## config.mk

```make
export PLATFORM = sky130hd
export DESIGN_NAME = ps2_keyboard_rx
export DESIGN_NICKNAME = d
export VERILOG_FILES = /design/src/rtl/ps2_pkg.sv /design/src/rtl/ps2_frame_rx.sv /design/src/rtl/ps2_keyboard_rx.sv
export SDC_FILE = /design/constraint.sdc
export NUM_CORES = 1
export LEC_CHECK = 0
export ABC_AREA = 0
export BUFFER_PORTS_ARGS = -buffer_cell sky130_fd_sc_hd__clkbuf_2
export CORE_UTILIZATION = 47
export CTS_BUF_LIST = sky130_fd_sc_hd__clkbuf_8
export CTS_CLUSTER_DIAMETER = 150
export DETAILED_ROUTE_END_ITERATION = 8
export HOLD_SLACK_MARGIN = 0.02
export PLACE_DENSITY = 0.67
export SKIP_LAST_GASP = 1
export SLEW_MARGIN = 15
export SYNTH_ARGS = -nofsm -noshare
export SYNTH_HDL_FRONTEND = slang
export SYNTH_SLANG_ARGS = --single-unit
```

## constraint.sdc

```tcl
create_clock -name clk -period 2 [get_ports clk]
set_input_delay 0 -clock clk [delete_from_list [all_inputs] [get_ports clk]]
set_output_delay 0 -clock clk [all_outputs]
set_load 0.02 [all_outputs]
```

## src/rtl/ps2_pkg.sv

```systemverilog
// Shared PS/2 scan-code set 2 constants, protocol FSM encoding and key event payload.
package ps2_pkg;

    localparam int unsigned FRAME_BITS = 11;

    localparam logic [7:0] SC_EXT = 8'hE0;
    localparam logic [7:0] SC_BRK = 8'hF0;

    // Arrow keys (E0-prefixed), also decoded by the game datapath
    localparam logic [7:0] KEY_LEFT  = 8'h6B;
    localparam logic [7:0] KEY_RIGHT = 8'h74;
    localparam logic [7:0] KEY_UP    = 8'h75;
    localparam logic [7:0] KEY_DOWN  = 8'h72;

    typedef enum logic [1:0] {
        S_IDLE    = 2'd0,
        S_EXT     = 2'd1,
        S_BRK     = 2'd2,
        S_EXT_BRK = 2'd3
    } ps2_state_e;

    typedef struct packed {
        logic [7:0] code;
        logic       make;
        logic       ext;
    } key_evt_t;

endpackage

```

## src/rtl/ps2_frame_rx.sv

```systemverilog
// PS/2 frame receiver: pin synchronizers, 11-bit frame capture, stop/parity check, timeout.
// Define PS2_PARITY_CHECK_EN to reject frames with bad odd parity.
module ps2_frame_rx
    import ps2_pkg::*;
#(
    parameter int unsigned TIMEOUT_CYCLES = 100_000,
    parameter int unsigned TO_W           = 17
) (
    input  logic       clk,
    input  logic       reset,
    input  logic       ps2_clk,
    input  logic       ps2_data,
    input  logic       fsm_busy,
    output logic       byte_strobe,
    output logic [7:0] byte_data,
    output logic       frame_err,
    output logic       timeout_c
);

    localparam int unsigned CNT_W = 4;
    localparam logic [CNT_W-1:0] PAR_BIT = CNT_W'(FRAME_BITS - 2);

    logic [2:0]       clk_sync;
    logic [1:0]       data_sync;
    logic [CNT_W-1:0] bit_cnt;
    logic [7:0]       shift_q;
    logic             par_q;
    logic [TO_W-1:0]  to_q;
    logic             fall_c;
    logic             data_c;
    logic             busy_c;
    logic             parity_ok_c;

    // clk_sync[2] is the previous synced ps2_clk, used for falling-edge detect
    always_ff @(posedge clk or posedge reset) begin
        if (reset) begin
            clk_sync  <= 3'b111;
            data_sync <= 2'b11;
        end else begin
            clk_sync  <= {clk_sync[1:0], ps2_clk};
            data_sync <= {data_sync[0], ps2_data};
        end
    end

    assign fall_c    = clk_sync[2] & ~clk_sync[1];
    assign data_c    = data_sync[1];
    assign busy_c    = (bit_cnt != '0) || fsm_busy;
    assign timeout_c = (to_q == TO_W'(TIMEOUT_CYCLES)) && !fall_c;
    assign byte_data = shift_q;

`ifdef PS2_PARITY_CHECK_EN
    assign parity_ok_c = ^{shift_q, par_q};
`else
    logic par_unused;
    assign par_unused  = par_q;
    assign parity_ok_c = 1'b1;
`endif

    always_ff @(posedge clk or posedge reset) begin
        if (reset) begin
            bit_cnt     <= '0;
            shift_q     <= '0;
            par_q       <= 1'b0;
            byte_strobe <= 1'b0;
            frame_err   <= 1'b0;
        end else begin
            byte_strobe <= 1'b0;
            frame_err   <= 1'b0;
            if (fall_c) begin
                if (bit_cnt == '0) begin
                    // A high start bit is noise: stay waiting for a real start
                    if (!data_c) bit_cnt <= CNT_W'(1);
                end else if (bit_cnt < PAR_BIT) begin
                    shift_q <= {data_c, shift_q[7:1]};
                    bit_cnt <= bit_cnt + CNT_W'(1);
                end else if (bit_cnt == PAR_BIT) begin
                    par_q   <= data_c;
                    bit_cnt <= bit_cnt + CNT_W'(1);
                end else begin
                    bit_cnt <= '0;
                    if (!data_c || !parity_ok_c) frame_err   <= 1'b1;
                    else                         byte_strobe <= 1'b1;
                end
            end else if (timeout_c) begin
                bit_cnt <= '0;
            end
        end
    end

    // Abandons partial frames / pending prefixes after a silent bus
    always_ff @(posedge clk or posedge reset) begin
        if (reset) begin
            to_q <= '0;
        end else if (fall_c || timeout_c || !busy_c) begin
            to_q <= '0;
        end else begin
            to_q <= to_q + TO_W'(1);
        end
    end

endmodule

```

## src/rtl/ps2_keyboard_rx.sv

```systemverilog
// PS/2 keyboard receiver top: frame capture plus E0/F0 prefix decode into held key events.
// Optional PS2_PARITY_CHECK_EN enables parity rejection in ps2_frame_rx.
module ps2_keyboard_rx
    import ps2_pkg::*;
#(
    parameter int unsigned TIMEOUT_CYCLES = 100_000,
    parameter int unsigned TO_W           = 17
) (
    input  logic       clk,
    input  logic       reset,
    input  logic       ps2_clk,
    input  logic       ps2_data,
    output logic [7:0] keycode,
    output logic       key_make,
    output logic       key_ext,
    output logic       key_valid,
    output logic       frame_err
);

    ps2_state_e state_q, state_d;
    key_evt_t   evt_q, evt_d;
    logic       emit_c;
    logic       byte_strobe;
    logic [7:0] byte_data;
    logic       timeout_c;

    ps2_frame_rx #(
        .TIMEOUT_CYCLES(TIMEOUT_CYCLES),
        .TO_W          (TO_W)
    ) u_frame (
        .clk        (clk),
        .reset      (reset),
        .ps2_clk    (ps2_clk),
        .ps2_data   (ps2_data),
        .fsm_busy   (state_q != S_IDLE),
        .byte_strobe(byte_strobe),
        .byte_data  (byte_data),
        .frame_err  (frame_err),
        .timeout_c  (timeout_c)
    );

    always_ff @(posedge clk or posedge reset) begin
        if (reset) state_q <= S_IDLE;
        else       state_q <= state_d;
    end

    // Prefix decoder: E0 marks extended, F0 marks break; any other byte completes a key event
    always_comb begin
        state_d   = state_q;
        emit_c    = 1'b0;
        evt_d     = evt_q;
        if (frame_err || timeout_c) begin
            state_d = S_IDLE;
        end else if (byte_strobe) begin
            evt_d.code = byte_data;
            case (state_q)
                S_IDLE: begin
                    if (byte_data == SC_EXT)      state_d = S_EXT;
                    else if (byte_data == SC_BRK) state_d = S_BRK;
                    else begin
                        emit_c = 1'b1; evt_d.make = 1'b1; evt_d.ext = 1'b0;
                    end
                end
                S_EXT: begin
                    if (byte_data == SC_BRK)      state_d = S_EXT_BRK;
                    else if (byte_data != SC_EXT) begin
                        emit_c = 1'b1; evt_d.make = 1'b1; evt_d.ext = 1'b1;
                        state_d = S_IDLE;
                    end
                end
                S_BRK: begin
                    if (byte_data == SC_EXT)      state_d = S_EXT_BRK;
                    else if (byte_data != SC_BRK) begin
                        emit_c = 1'b1; evt_d.make = 1'b0; evt_d.ext = 1'b0;
                        state_d = S_IDLE;
                    end
                end
                S_EXT_BRK: begin
                    if (byte_data != SC_EXT && byte_data != SC_BRK) begin
                        emit_c = 1'b1; evt_d.make = 1'b0; evt_d.ext = 1'b1;
                        state_d = S_IDLE;
                    end
                end
                default: state_d = S_IDLE;
            endcase
        end
    end

    always_ff @(posedge clk or posedge reset) begin
        if (reset) begin
            evt_q     <= '0;
            key_valid <= 1'b0;
        end else begin
            key_valid <= emit_c;
            if (emit_c) evt_q <= evt_d;
        end
    end

    assign keycode  = evt_q.code;
    assign key_make = evt_q.make;
    assign key_ext  = evt_q.ext;

endmodule

```

## Word-level counts from Yosys, hierarchy flattened

Index checks and enable logic that the tools add are counted.

- Input port bits: 4
- Output and inout port bits: 12
- Bits in registers: 49

- Bitwise gates (word level): 4
- Reduce and logical (&&, ||, !) cells: 19
- Multiplexer cells: 44
- Magnitude comparators: 1
- Add/subtract/negate cells: 2
- Equal/unequal tests: 21

Operators by type and width:

| kind | count |
|---|---|
| 2-to-1 mux 2 bit | 15 |
| 2-to-1 mux 4 bit | 6 |
| 2-to-1 mux 1 bit | 19 |
| adder 17 x 1 -> 17 bit (second input constant) | 1 |
| == test 17 bit (second input constant) | 1 |
| 2-to-1 mux 17 bit | 1 |
| == test 8 bit (second input constant) | 2 |
| != test 8 bit (second input constant) | 2 |
| case mux 2 bit (4 select lines) | 2 |
| != test 2 bit (second input constant) | 7 |
| != test 4 bit (second input constant) | 3 |
| AND reduction 10 bit | 1 |
| != test 3 bit (second input constant) | 2 |
| AND reduction 3 bit | 2 |
| nonzero test 2 bit | 3 |
| AND reduction 5 bit | 1 |
| adder 4 x 1 -> 4 bit (second input constant) | 1 |
| == test 2 bit (second input constant) | 2 |
| == test 4 bit (second input constant) | 1 |
| zero test 4 bit | 1 |
| logical OR 1 bit | 4 |
| less-than comparator 4 bit (second input constant) | 1 |
| case mux 1 bit (4 select lines) | 1 |
| nonzero test 4 bit | 1 |
| other kinds (7) | 11 |

## Longest topological paths before layout

- Depth in word-level cells: 7
- Depth in mapped cells: 8
- Depth with buffers taken out: 6

## Hierarchy

A second synthesis with hierarchy kept.

- Cell total of the unflattened synthesis: 200
- Area total of the unflattened synthesis: 2333.5 sq um

Modules (own cells, without submodules):

| module | instances | sequential area each (sq um) | cells an instance | area each (sq um) |
|---|---|---|---|---|
| ps2_frame_rx | 1 | 907.1 | 157 | 1754.2 |
| ps2_keyboard_rx | 1 | 325.3 | 43 | 579.3 |

## Worst setup path after synthesis

No wires, ideal clock.

- Kind: flip-flop to flip-flop
- From: register u_frame.to_q[3]
- To: register evt_q (netlist bit key_ext)
- Data required time: 1875 ps
- Arrival time: 1879 ps
- Path slack: -4 ps
- Cell stages (with the launch flop): 6
- Path buffers: 1
- Clock period less this slack: 2004 ps
- Path through: dfrtp_1 -> or4_4 -> nor4_4 -> a211oi_2 -> buf_6 -> mux2_4

- Word-level cells in the longest chain between the ends: 5

RTL lines:

| item | RTL line | source |
|---|---|---|
| from (decl) | ps2_frame_rx.sv:28 | `logic [TO_W-1:0] to_q;` |
| from (signal assigned) | ps2_frame_rx.sv:97 | `to_q <= to_q + TO_W'(1);` |
| == test 17 bit | ps2_frame_rx.sv:48 | `assign timeout_c = (to_q == TO_W'(TIMEOUT_CYCLES)) && !fall_c;` |
| logical AND 1 bit | ps2_frame_rx.sv:48 |  |
| logical OR 1 bit | ps2_keyboard_rx.sv:52 | `if (frame_err \|\| timeout_c) begin` |
| 2-to-1 mux 1 bit | ps2_keyboard_rx.sv:52 |  |
| net emit_c | ps2_keyboard_rx.sv:22 | `logic emit_c;` |
| AND reduction 10 bit (no line) | n/a |  |
| to (signal assigned) | ps2_keyboard_rx.sv:95 | `if (emit_c) evt_q <= evt_d;` |
| to (decl) | ps2_keyboard_rx.sv:21 | `key_evt_t evt_q, evt_d;` |

The timed path passes the listed nets, and every way through them passes these cells.
A chain may end at the register's enable or synchronous reset.

## Worst setup path after layout

- From: register u_frame.to_q[3]
- To: register u_frame.bit_cnt[1]

- Word-level cells in the longest chain between the ends: 4

RTL lines:

| item | RTL line | source |
|---|---|---|
| == test 17 bit | ps2_frame_rx.sv:48 |  |
| logical AND 1 bit | ps2_frame_rx.sv:48 |  |
| nonzero test 2 bit (no line) | n/a |  |
| AND reduction 2 bit (no line) | n/a |  |
| to (signal assigned) | ps2_frame_rx.sv:75 | `bit_cnt <= bit_cnt + CNT_W'(1);` |
| to (signal assigned) | ps2_frame_rx.sv:78 | `bit_cnt <= bit_cnt + CNT_W'(1);` |
| to (decl) | ps2_frame_rx.sv:25 | `logic [CNT_W-1:0] bit_cnt;` |

No other way between the ends.

==> metrics.txt <==
status finished, final reports clean; slowest stage delay, CP roughly 560 ps; Wirelength per Cell 15.47 um; R2R depth 6; most frequent CP cell buf_4; ant diodes 0; final wirelength between 4000 and 5000 um; Avg Inst Size Synth 11.85 um^2; Setup crit start kind flip-flop; number of synthesized register bits 49; global-route wire length before repair slightly below 8000 um; initial antenna violation count 0; fmax 512.5 MHz; Pwr per Cell Area 983.3 nW/um^2; worst path bufs/invs 2; largest net degree at the start of global routing 50; Tmin final 1951 ps; Hold Crit Depth 2; Horiz. Die Dim approximately 71 um; Worst IR Drop VDD 0.0007485 V; fillers between 300 and 400; worst path cell trace or4_4 > nor4_4 > buf_4 > buf_4 > and2_1 > o31ai_1; Worst Path Max Fanout 5; most common cell after layout, fill and taps aside dfrtp_1; initial core utilization 50.31%; Hold Violations, Final 0; post-route ant nets 0; drt initial violations 80; commonest cells after routing, fill and taps aside dfrtp_1, buf_4, nor2_1; sequential area share after synthesis a little over half; Clock Pin Slew Worst Setup and Hold Paths ~90 ps; hpwl dp roughly 3300 um; CP top delay family simple AND/OR/NAND/NOR gates; clk buf depth 2; CTS H-tree lvls 2; fin. max-slew vios 0; number of cells on the critical path 6; Core Box Area around 4500 um^2; CTS tree done; ys flop type dfrtp_1; Leak 1.295 nW; Syn-to-layout area delta 24.07%; clock skew 9.108 ps; data arrival time of the critical path 2130 ps; total track usage 20.57%; vias in the first global route 1,746; first-pass detailed-route iteration total 4; mapped cell area about 2300 um^2; routed vias 1,654; WS Path Type reg2reg; final core occ a little over three fifths; Cells after Synth 190; Max-cap violations 0; Yosys cell types 47; final setup TNS 0 ps; Async SR Flop Fraction 100.0%; Data required, critical path 2180 ps; GPL Wtd Cong around 0.86; Post-Syn Nets 199; Vias per Instance 5.550; TritonCTS Buffers 5; IO Port Bufs 15; worst min path class in2reg; I/O pin count 16; drt drc 0; crit end category flip-flop; total grt overflow 0; Final nets 254; Sink Count 49; final-report setup violation count 0; RSZ-0062 raised after global routing yes; Critical-path top delay cell or4_4; worst slew pin tran 596.9 ps; Syn. warnings 0; die height 71.21 um; number of synthesized flops with an enable pin 0; row count 24; root buffer selected by CTS clkbuf_8; period utilization a little over nine tenths; worst-skew pair later-pin latency approximately 300 ps; full die area 5070 um^2; Rel. slew slack 60.21%; fraction of layout cells with a size suffix above 1 between 30% and 40%
-- registers in the layout, indices dropped and copies added (netlist names) --
register             cells
u_frame.to_q            17
u_frame.frame_err        1
u_frame.bit_cnt          4
key_make                 1
u_frame.data_sync        2
state_q                  2
u_frame.byte_data        8
u_frame.clk_sync         3
key_ext                  1
keycode                  8
u_frame.byte_strobe      1
key_valid                1
-- path summary, 6_finish.rpt --
kind / startpoint / end / slack (ps)
worst max-delay path: u_frame.to_q[3]$_DFF_PP0_ / u_frame.bit_cnt[1]$_DFFE_PP0P_ / 50
worst min-delay path: ps2_data / u_frame.data_sync[0]$_DFF_PP1_ / 330
worst max register to register: u_frame.to_q[3]$_DFF_PP0_ / u_frame.bit_cnt[1]$_DFFE_PP0P_ / 50
worst min register to register: u_frame.data_sync[0]$_DFF_PP1_ / u_frame.data_sync[1]$_DFF_PP1_ / 360
max in group asynchronous: reset / u_frame.bit_cnt[1]$_DFFE_PP0P_ / 1220
min in group asynchronous: reset / key_make$_DFFE_PP0P_ / 370
-- Yosys cell counts, types with 6 or more instances --
master,count,area [um^2]
xor2_1,6,52.55
nand3_1,9,45.04
nand4_1,6,37.54
nor2_1,21,78.83
mux2_2,9,101.4
xnor2_1,8,70.07
dfrtp_1,44,1101
mux2_4,6,90.09
inv_1,8,30.03
nand2_1,8,30.03
-- power breakdown --
group          switching, mW  internal (mW)
Combinational          0.411          0.469
Sequential             0.134           1.16
Clock                  0.330          0.245
-- kinds of logic after synthesis --
kind of cell | share of synthesized area (%)
AOI/OAI and AO/OA | 6.226
xor gates and xnor gates | 5.448
adders and majority gates | 2.779
buffers and inverters | 2.390
DFF | 54.75
muxes | 8.950
and+or+nand+nor | 19.46
-- per-layer routing --
layer,vias up,global-route usage [%],routed length (um)
met1,825,26.21,1984
li1,788,-,-
met4,0,6.889,77
met5,-,0,0
met2,33,34.81,2391
met3,8,4.558,156
-- timing repair --
action / 4_1_cts / 5_1_grt
endpoints found under the setup margin: 10 / 23
gates cloned: 0 / 1
hold buffers: 3 / 0
hold endpoints to repair: 46 / 0
setup buffers: 0 / 1
pin swaps: 0 / 2
gates resized for setup: 1 / 9
-- through the flow --
step	hold WS [ps]	setup slack [ps]	std cells	total power [mW]	area, um^2
floorplan	4.478	18.66	190	1.766	2251
global placement	91.23	-39.15	285	2.078	2625
detailed placement	92.85	-89.26	285	2.130	2625
CTS	319.0	18.58	296	2.724	2754
global route	318.2	-27.05	298	2.922	2793
finish	333.7	48.92	298	2.746	2793
-- final cells by class --
type	instances	area, um^2	share of cell area, %
sequential	49	1232	44.13
inverter	8	30.03	1.075
multi-input combinational	131	1003	35.93
clock buffer	5	68.82	2.464
timing repair buffer	50	370.4	13.26
clock inverter	3	22.52	0.8065
tap	52	65.06	2.330
Note: power is estimated with default switching activity, not from simulation.
